--- config.mk ---
export PLATFORM = sky130hd
export DESIGN_NAME = excess6_to_bcd_packer
export DESIGN_NICKNAME = d
export VERILOG_FILES = /design/src/rtl/excess6_to_bcd_packer_pkg.sv /design/src/rtl/excess6_digit_decode.sv /design/src/rtl/excess6_to_bcd_packer.sv
export SDC_FILE = /design/constraint.sdc
export NUM_CORES = 1
export LEC_CHECK = 0
export CORE_MARGIN = 2
export CORE_UTILIZATION = 60
export CTS_CLUSTER_DIAMETER = 150
export CTS_CLUSTER_SIZE = 20
export DETAILED_ROUTE_END_ITERATION = 8
export DONT_BUFFER_PORTS = 1
export PLACE_DENSITY = 0.76
export SYNTH_ARGS = -nofsm -noshare
export SYNTH_HDL_FRONTEND = slang
export SYNTH_HIERARCHICAL = 1
export SYNTH_SLANG_ARGS = --single-unit
--- constraint.sdc ---
create_clock -name clk -period 1.9 [get_ports clk]
set_input_delay 0.38 -clock clk [delete_from_list [all_inputs] [get_ports clk]]
set_output_delay 0.38 -clock clk [all_outputs]
set_load 0.05 [all_outputs]
--- src/rtl/excess6_to_bcd_packer_pkg.sv ---
// Shared constants and state encoding for the Excess-6 to BCD packer.
// Contents: code offset, lowest valid code, FSM state type.
package excess6_to_bcd_packer_pkg;

  localparam logic [3:0] EXCESS6_OFFSET    = 4'd6;
  localparam logic [3:0] EXCESS6_MIN_VALID = 4'd6;

  typedef enum logic {
    COLLECT = 1'b0,
    HOLD    = 1'b1
  } state_t;

endpackage

--- src/rtl/excess6_digit_decode.sv ---
// Combinational Excess-6 digit decoder.
// Ports: code (4b in) -> bcd (4b out), valid (1b out, code >= 6).
module excess6_digit_decode
  import excess6_to_bcd_packer_pkg::*;
(
  input  logic [3:0] code,
  output logic [3:0] bcd,
  output logic       valid
);

  assign bcd   = code - EXCESS6_OFFSET;
  assign valid = (code >= EXCESS6_MIN_VALID);

endmodule

--- src/rtl/excess6_to_bcd_packer.sv ---
// Packs a stream of Excess-6 digits into NDIGITS-wide BCD words.
// Ports: clk, rst (sync, active-high); in_valid/in_code/in_last/in_ready
// digit input; out_valid/out_bcd/out_ndig/out_ready word output;
// err_pulse/err_count report invalid codes (count saturates).
module excess6_to_bcd_packer
  import excess6_to_bcd_packer_pkg::*;
#(
  parameter int NDIGITS = 4,
  parameter int ERRW    = 8
) (
  input  logic                 clk,
  input  logic                 rst,
  input  logic                 in_valid,
  input  logic [3:0]           in_code,
  input  logic                 in_last,
  output logic                 in_ready,
  output logic                 out_valid,
  output logic [4*NDIGITS-1:0] out_bcd,
  output logic [3:0]           out_ndig,
  input  logic                 out_ready,
  output logic                 err_pulse,
  output logic [ERRW-1:0]      err_count
);

  localparam int         W    = 4 * NDIGITS;
  localparam logic [3:0] FULL = 4'(NDIGITS);

  state_t       state;
  state_t       state_next;
  logic [W-1:0] acc;
  logic [W-1:0] acc_shift;
  logic [3:0]   cnt;
  logic [3:0]   cnt_inc;
  logic [3:0]   bcd;
  logic         code_ok;
  logic         take;
  logic         put;
  logic         close;

  excess6_digit_decode u_dec (
    .code  (in_code),
    .bcd   (bcd),
    .valid (code_ok)
  );

  // A single-digit word has nothing to shift up.
  generate
    if (NDIGITS == 1) begin : g_one
      assign acc_shift = bcd;
    end else begin : g_many
      assign acc_shift = {acc[W-5:0], bcd};
    end
  endgenerate

  assign cnt_inc = cnt + 4'd1;

  always_comb begin
    state_next = state;
    in_ready   = 1'b0;
    out_valid  = 1'b0;
    take       = 1'b0;
    put        = 1'b0;
    close      = 1'b0;
    unique case (state)
      COLLECT: begin
        in_ready = 1'b1;
        take     = in_valid;
        if (take) begin
          if (code_ok)
            close = (cnt_inc == FULL) || in_last;
          else
            close = in_last && (cnt != 4'd0);
        end
        if (close)
          state_next = HOLD;
      end
      HOLD: begin
        out_valid = 1'b1;
        put       = out_ready;
        if (put)
          state_next = COLLECT;
      end
    endcase
  end

  always_ff @(posedge clk) begin
    if (rst)
      state <= COLLECT;
    else
      state <= state_next;
  end

  always_ff @(posedge clk) begin
    if (rst) begin
      acc       <= '0;
      cnt       <= '0;
      err_pulse <= 1'b0;
      err_count <= '0;
    end else begin
      err_pulse <= take && !code_ok;
      if (take && code_ok) begin
        acc <= acc_shift;
        cnt <= cnt_inc;
      end else if (put) begin
        acc <= '0;
        cnt <= '0;
      end
      if (take && !code_ok && (err_count != '1))
        err_count <= err_count + ERRW'(1);
    end
  end

  assign out_bcd  = (state == HOLD) ? acc : '0;
  assign out_ndig = (state == HOLD) ? cnt : 4'd0;

endmodule
# After elaboration in Yosys (flattened, before gate mapping)
# Cells that the tools add are included.
word_totals:
  regBits: 30
  inputBits: 9
  out_inout_bits: 31
  elab_cells: 36
op_classes:
  addsub: 3
  magnitude_cmp: 1
  n_eq_ne: 2
  n_mux: 16
  n_bitwise: 1
  reduce_logical: 8
op_table:
  columns: ["operator", "count"]
  rows:
  - ["16-bit 2-to-1 mux", 3]
  - ["4-bit 2-to-1 mux", 3]
  - ["1-bit 2-to-1 mux", 9]
  - ["8-bit by 1-bit adder with 8-bit output (second input constant)", 1]
  - ["8-bit inequality test (second input constant)", 1]
  - ["4-bit by 1-bit adder with 4-bit output (second input constant)", 1]
  - ["4-bit by 3-bit == test with 1-bit output (second input constant)", 1]
  - ["4-bit by 3-bit greater-or-equal comparator with 1-bit output (second input constant)", 1]
  - ["1-bit logical AND", 4]
  - ["4-bit nonzero test", 1]
  - ["4-bit by 3-bit subtractor with 4-bit output (second input constant)", 1]
  - ["1-bit case mux with 2 select lines", 1]
  - ["2-bit nonzero test", 1]
  - ["1-bit zero test", 1]
  - ["1-bit logical OR", 1]
  - ["1-bit inverter", 1]

# Depth between registers and ports, before layout
# Gate-level depths: netlist of run 1.
logic_depth:
  depth_word: 8
  depth_mapped: 7
  mapped_depth_nobuf: 5

# Modules after synthesis
# Netlist of run 1, hierarchy kept.
modules_own_cells:
  columns: ["mod", "n_inst", "cells_per_inst", "area_each_um2", "seq_area_each_um2"]
  rows:
  - ["excess6_to_bcd_packer", 1, 158, 1367.6, 600.6]
  - ["excess6_digit_decode", 1, 5, 40.0, 0.0]

# Worst setup path before layout of run 1
# OpenSTA, ideal clock, no wires.
synth_path:
  path_kind: "register to output"
  from: "register state"
  to: "output out_ndig[0]"
  t_arrival_ns: 1.943
  required_ns: 1.520
  setup_slack_ns: -0.423
  path_stages_with_launch: 4
  path_buffers: 1
  path_cell_list: "dfxtp_1 clkbuf_1 inv_1 nor2_1"
synth_via:
  elab_chain_cells: 1
synth_lines:
  columns: ["item", "line", "rtl"]
  rows:
  - ["start, declared", "excess6_to_bcd_packer.sv:28", "state_t state;"]
  - ["start signal, assigned", "excess6_to_bcd_packer.sv:90", "state <= state_next;"]
  - ["4-bit 2-to-1 mux", "excess6_to_bcd_packer.sv:114", "assign out_ndig = (state == HOLD) ? cnt : 4'd0;"]
  - ["end, declared", "excess6_to_bcd_packer.sv:19", "output logic [3:0] out_ndig,"]
# No other way between the ends.

# Worst setup path in the final report of run 1
# Ends and elaborated chain as after synthesis.

==> out/metrics.yaml, run 1 <==
setup_path:
  cp.arrival_ns: 1.34
  critPathTopFamily: "buffers and inverters"
  path_cells: "buf_4 -> inv_1 -> nor2_4 -> buf_12"
  max_stage_delay_ns: 0.35
  end_kind: "output port"
  criticalPathCategory: "reg2out"
  path_max_fanout: 22
  cp_num_buf_inv: 3
  crit_required_ns: 1.52
  crit_path_top_delay_cell: "dfxtp_2"
  crit_path_start_kind: "flip-flop"
  ff2ff_setup_slack_ns: 0.32
clock_network:
  path_clk_slew_ns: 0.10
  cts-root-buf: "clkbuf_4"
  postCtsSetupRepairBufs: 0
  cts_sinks: 30
  cts_buffers: 5
  cts_resized: 0
  cts_max_path_buffers: 2
  cts_hold_buf: 0
  tritoncts: "yes"
  htree_levels: 2
  clk_latency_ns: 0.32
grt:
  grt_pass1_wl_mm: 5.333
  grt_use_total_pct: 26.63
  grt_pass1_vias: 1227
  antenna_found_initial: 0
  overflow: 0
  grt_max_degree: 33
drt:
  antenna_left: 0
  avgRoutedWirePerCell_microns: 14.92
  met1_length_mm: 1.303
  wirelength_mm: 3.283
  vias_per_cell: 5.900
  num_vias: 1298
  drt_first_iter_violations: 34
  drc: 0
  dr.pass1.iters: 4
  top_layer_used: "met4"
  wl_met3_microns: 213
  wl_met2_mm: 1.673
pwr:
  power.density_nw_per_um2: 730.0
  seqPwrFrac_pct: 51.5
  internal-power_w: 0.0009702
  p_switching_w: 0.0003131
  power_leakage_nw: 0.7237
  sw_frac_of_total_pct: 24.40
  p_comb_share_pct: 10.1
  pwr-share-clk_pct: 38.3
  vdd_drop_max_mv: 0.6040
layout:
  area_growth_pct: 24.89
  num_antenna_cells: 0
  n_fill_cell: 143
  fin_nets: 205
  final_cell_mix: "buf_4, dfxtp_1, nor2_1"
  mostFrequentLayoutCell: "buf_4"
  final_area_sq_um: 1758
  drive_above_1_share_pct: 23.44
run_status:
  status: "finished clean"
floorplanning:
  io_pins: 40
  fp.dieW_microns: 52.44
  start_util_pct: 63.63
  dieArea_sq_um: 2749
  row_count: 17
  coreArea_sq_um: 2212
  die_h_microns: 52.44
synthesis:
  synth_top_family_by_area: "simple AND/OR/NAND/NOR gates"
  synthMuxAreaShare_pct: 1.422
  yosysWarnings: 6
  synthTopCellsByArea: "dfxtp_1, a22oi_1, and2_1, nor2_1, ha_1"
  synth_compound_area_share_pct: 19.02
  syn_area_per_cell_sq_um: 8.636
  synth_flop_cell: "dfxtp_1"
  synth_cell_types: 36
  syn-num-nets: 177
  yosys.area_share.simple_pct: 24.36
  synthAdderAreaFrac_pct: 4.444
  synth_top_area_share_pct: 42.67
  yosys_register_bits: 30
  synth_xor_area_share_pct: 2.489
  async_reset_ff_share_pct: 0
  synthCells: 163
  synth_edf_count: 0
  synth_seq_area_share_pct: 42.67
  synth_area_sq_um: 1408
  yosysTopAreaCell: "dfxtp_1"
placed_design:
  post_dp_cell_area_sq_um: 1683
  io_buffers: 0
  hpwl_mm: 2.303
  place_congestion: 0.7934
min_path:
  hp-class: "in2reg"
timing:
  fin_skew_ns: 0.01314
  maxSlewHeadroom_pct: 67.33
  grt_setup_unrepaired: "false"
  fin_setup_tns_ns: 0
  final-setup-viol-count: 0
  finalCriticalPeriod_ns: 1.724
  max_freq_mhz: 580.0
  finalHoldViolations: 0
  worstMarginPinSlew_ns: 0.4894
  maxSlewViolCount: 0
  fin_crit_sh_pct: 90.75
job:
  max_cap_violations: 0
cells in the mapped netlist (2+ instances only):
master and n:
xnor2_1 2, dfxtp_1 30, nor3_1 3, a21oi_1 9, inv_1 6, nand2_1 2
nand3_1 5, buf_2 2, and2_1 18, nor2_1 26, clkbuf_1 9, o31ai_1 2
mux2i_1 2, ha_1 5, xor2_1 2, a22oi_1 17, a211oi_1 2, or4_1 3
area by class of cell:
cell class	instances	area, sq um	share of cell area (%)
flip-flops and latches	30	601.8	34.23
well taps	28	35.03	1.993
repair buffers	34	280.3	15.94
clock inverters	1	30.03	1.708
multi-input cells	114	743.2	42.28
clock buffers	7	45.04	2.562
inverters	6	22.52	1.281
worst paths after layout:
check,startpoint,endpoint,cells after the start
min reg2reg,acc[13],acc[13],2
max reg2reg,state,cnt[3],6
max,state,out_ndig[0],4
min,rst,err_count[5],1
layer usage:
| metal | vias up | GRT usage (%) |
|---|---|---|
| met2 | 49 | 43.96 |
| li1 | 629 | - |
| met5 | - | 0 |
| met4 | 0 | 15.81 |
| met1 | 610 | 29.96 |
| met3 | 10 | 8.000 |
flip-flops by register name, indices dropped and copies added, names as in the netlist:
register / count
acc: 16
err_count: 8
cnt: 4
err_pulse: 1
state: 1
logic make-up (layout without fill, tap and decap cells):
kind of cell	count (synthesis)	in the layout
XOR/XNOR	4	4
AND/OR/NAND/NOR	65	65
AO/OA/AOI/OAI	38	38
flip-flops	30	30
adder cells (fa/ha/maj)	5	5
buffers and inverters	19	48
multiplexers	2	2
through the flow:
step / std cells / utilization [%] / hold WS (ns) / power [W] / setup slack [ns]
6_report: 220 / 79.47 / 0.1168 / 0.001283 / 0.1757
5_1_grt: 220 / 79.47 / 0.1026 / 0.001329 / 0.09334
2_1_floorplan: 163 / - / 0.4571 / 0.0007796 / 0.06347
4_1_cts: 220 / 79.47 / 0.1024 / 0.001288 / 0.1677
3_3_place_gp: 212 / 76.07 / 0.4529 / 0.0007993 / 0.1720
3_5_place_dp: 212 / 76.07 / 0.4546 / 0.0008051 / 0.1120
power by group through the flow:
stage	logic, W	clock network (W)	registers (W)
floorplan	0.0000950	0	0.000685
global placement	0.000125	0	0.000674
detailed placement	0.000129	0	0.000676
CTS	0.000130	0.000496	0.000661
global route	0.000143	0.000522	0.000664
finish	0.000130	0.000492	0.000661
Note: power is estimated with default switching activity, not from simulation.
==> run 2: changes to the inputs <==
- PLACE_DENSITY: 0.76 -> default
- PLACE_DENSITY_LB_ADDON: default -> 0.12
==> run 2 against run 1 <==
Die area did not move. Largest cell class unchanged. Clock power rose by 1%. Via count fell by 1.8%.
==> out/metrics.yaml, run 2 (synthesis results as in run 1) <==
floorplanning:
  die_h_microns: 52.44  # unchanged
  start_util_pct: 63.63  # unchanged
  fp.dieW_microns: 52.44  # unchanged
  io_pins: 40  # unchanged
  row_count: 17  # unchanged
  coreArea_sq_um: 2212  # unchanged
  dieArea_sq_um: 2749  # unchanged
layout:
  n_fill_cell: 165  # was 143
  largest_reg_flops: 16  # unchanged
  area_growth_pct: 25.07  # was 24.89%
  final_cell_mix: "buf_4, dfxtp_1, nor2_1"  # unchanged
  max_flop_register: "acc"  # unchanged
  top_regs: "acc (16), err_count (8), cnt (4)"  # unchanged
  num_antenna_cells: 0  # unchanged
  final_area_sq_um: 1760  # was 1758 sq um
  fin_nets: 205  # unchanged
  drive_above_1_share_pct: 24.48  # was 23.44%
  mostFrequentLayoutCell: "buf_4"  # unchanged
drt:
  wirelength_mm: 3.271  # was 3.283 mm
  num_vias: 1275  # was 1,298
  met1_length_mm: 1.417  # was 1.303 mm
  dr.pass1.iters: 4  # unchanged
  vias_per_cell: 5.795  # was 5.900
  avgRoutedWirePerCell_microns: 14.87  # was 14.92 microns
  wl_met2_mm: 1.627  # was 1.673 mm
  drt_first_iter_violations: 31  # was 34
  drc: 0  # unchanged
  top_layer_used: "met4"  # unchanged
  antenna_left: 0  # unchanged
  wl_met3_microns: 159  # was 213 microns
clock_network:
  cts_resized: 0  # unchanged
  cts_sinks: 30  # unchanged
  tritoncts: "yes"  # unchanged
  postCtsSetupRepairBufs: 0  # unchanged
  cts_buffers: 5  # unchanged
  cts-root-buf: "clkbuf_4"  # unchanged
  path_clk_slew_ns: 0.11  # was 0.10 ns
  htree_levels: 2  # unchanged
  clk_latency_ns: 0.33  # was 0.32 ns
  cts_hold_buf: 0  # unchanged
  cts_max_path_buffers: 2  # unchanged
setup_path:
  crit_path_start_kind: "flip-flop"  # unchanged
  path_cells: "buf_4 -> inv_1 -> nor2_4 -> buf_12"  # unchanged
  max_stage_delay_ns: 0.36  # was 0.35 ns
  criticalPathCategory: "reg2out"  # unchanged
  cp_num_buf_inv: 3  # unchanged
  crit_required_ns: 1.52  # about the same
  cp.arrival_ns: 1.35  # was 1.34 ns
  path_max_fanout: 21  # was 22
  end_kind: "output port"  # unchanged
  critPathTopFamily: "buffers and inverters"  # unchanged
  crit_path_top_delay_cell: "dfxtp_2"  # unchanged
grt:
  grt_use_total_pct: 27.00  # was 26.63%
  antenna_found_initial: 0  # unchanged
  overflow: 0  # unchanged
  grt_pass1_wl_mm: 5.375  # was 5.333 mm
  grt_pass1_vias: 1152  # was 1,227
  grt_max_degree: 33  # unchanged
min_path:
  hp-class: "in2reg"  # unchanged
pwr:
  pwr-share-clk_pct: 38.5  # was 38.3%
  p_switching_w: 0.0003280  # was 0.0003131 W
  vdd_drop_max_mv: 0.7907  # was 0.6040 mV
  internal-power_w: 0.0009640  # was 0.0009702 W
  power_leakage_nw: 0.7292  # was 0.7237 nW
  power.density_nw_per_um2: 733.9  # was 730.0 nW/um^2
  p_comb_share_pct: 10.3  # was 10.1%
  totalPowerFinal_w: 0.001292  # was 0.001283 W
  sw_frac_of_total_pct: 25.39  # was 24.40%
  seqPwrFrac_pct: 51.2  # was 51.5%
timing:
  grt_setup_unrepaired: "false"  # unchanged
  worstMarginPinSlew_ns: 0.5151  # was 0.4894 ns
  final-setup-viol-count: 0  # unchanged
  fin_ws_ns: 0.1708  # was 0.1757 ns
  fin_crit_sh_pct: 91.01  # was 90.75%
  finalCriticalPeriod_ns: 1.729  # was 1.724 ns
  max_freq_mhz: 578.3  # was 580.0 MHz
  fin_skew_ns: 0.01667  # was 0.01314 ns
  hold_ws_ns: 0.1027  # was 0.1168 ns
  maxSlewViolCount: 0  # unchanged
  finalHoldViolations: 0  # unchanged
  maxSlewHeadroom_pct: 65.61  # was 67.33%
  fin_setup_tns_ns: 0  # unchanged
placed_design:
  pre_cts_ws_ns: 0.1085  # was 0.1120 ns
  post_dp_cell_area_sq_um: 1683  # unchanged
  place_congestion: 0.7428  # was 0.7934
  hpwl_mm: 2.252  # was 2.303 mm
  io_buffers: 0  # unchanged
run_status:
  status: "finished clean"  # unchanged
job:
  max_cap_violations: 0  # unchanged
[run 2: changes by cell type in the layout (fill, tap and decap cells not counted)]
cell,before,now
clkbuf_1,2,0
clkinv_2,0,2
[run 2: path summary, 6_finish.rpt]
path | from | to | slack, ns | cells past startpoint
worst min register to register | acc[13] | acc[13] | 0.50 | 2
worst max register to register | state | cnt[3] | 0.34 | 6
worst min-delay path | rst | err_count[6] | 0.10 | 1
worst max-delay path | state | out_ndig[0] | 0.17 | 4
[run 2: cell type report]
| cell class | instances | area [sq um] | share of cell area (%) |
|---|---|---|---|
| clock buffer | 5 | 37.54 | 2.132 |
| multi-input combinational | 114 | 743.2 | 42.22 |
| sequential | 30 | 601.8 | 34.19 |
| inverter | 6 | 22.52 | 1.279 |
| timing repair buffer | 34 | 280.3 | 15.92 |
| clock inverter | 3 | 40.04 | 2.274 |
| tap | 28 | 35.03 | 1.990 |
[run 2: routing by layer]
layer	vias to the layer above	global-route usage [%]
met5	-	0
met4	0	11.97
met3	8	8.571
met2	37	43.75
met1	601	32.50
li1	629	-
[run 2: power groups by stage]
stage | sequential, W | combinational (W) | clock (W)
floorplan | 0.000685 | 0.0000950 | 0
global placement | 0.000674 | 0.000126 | 0
detailed placement | 0.000675 | 0.000132 | 0
CTS | 0.000661 | 0.000133 | 0.000508
global route | 0.000664 | 0.000144 | 0.000538
finish | 0.000662 | 0.000133 | 0.000498
[run 2: stage by stage]
stage / cells / util [%]
2_1_floorplan: 163 / -
4_1_cts: 220 / 79.58
5_1_grt: 220 / 79.58
3_5_place_dp: 212 / 76.07
3_3_place_gp: 212 / 76.07
6_report: 220 / 79.58
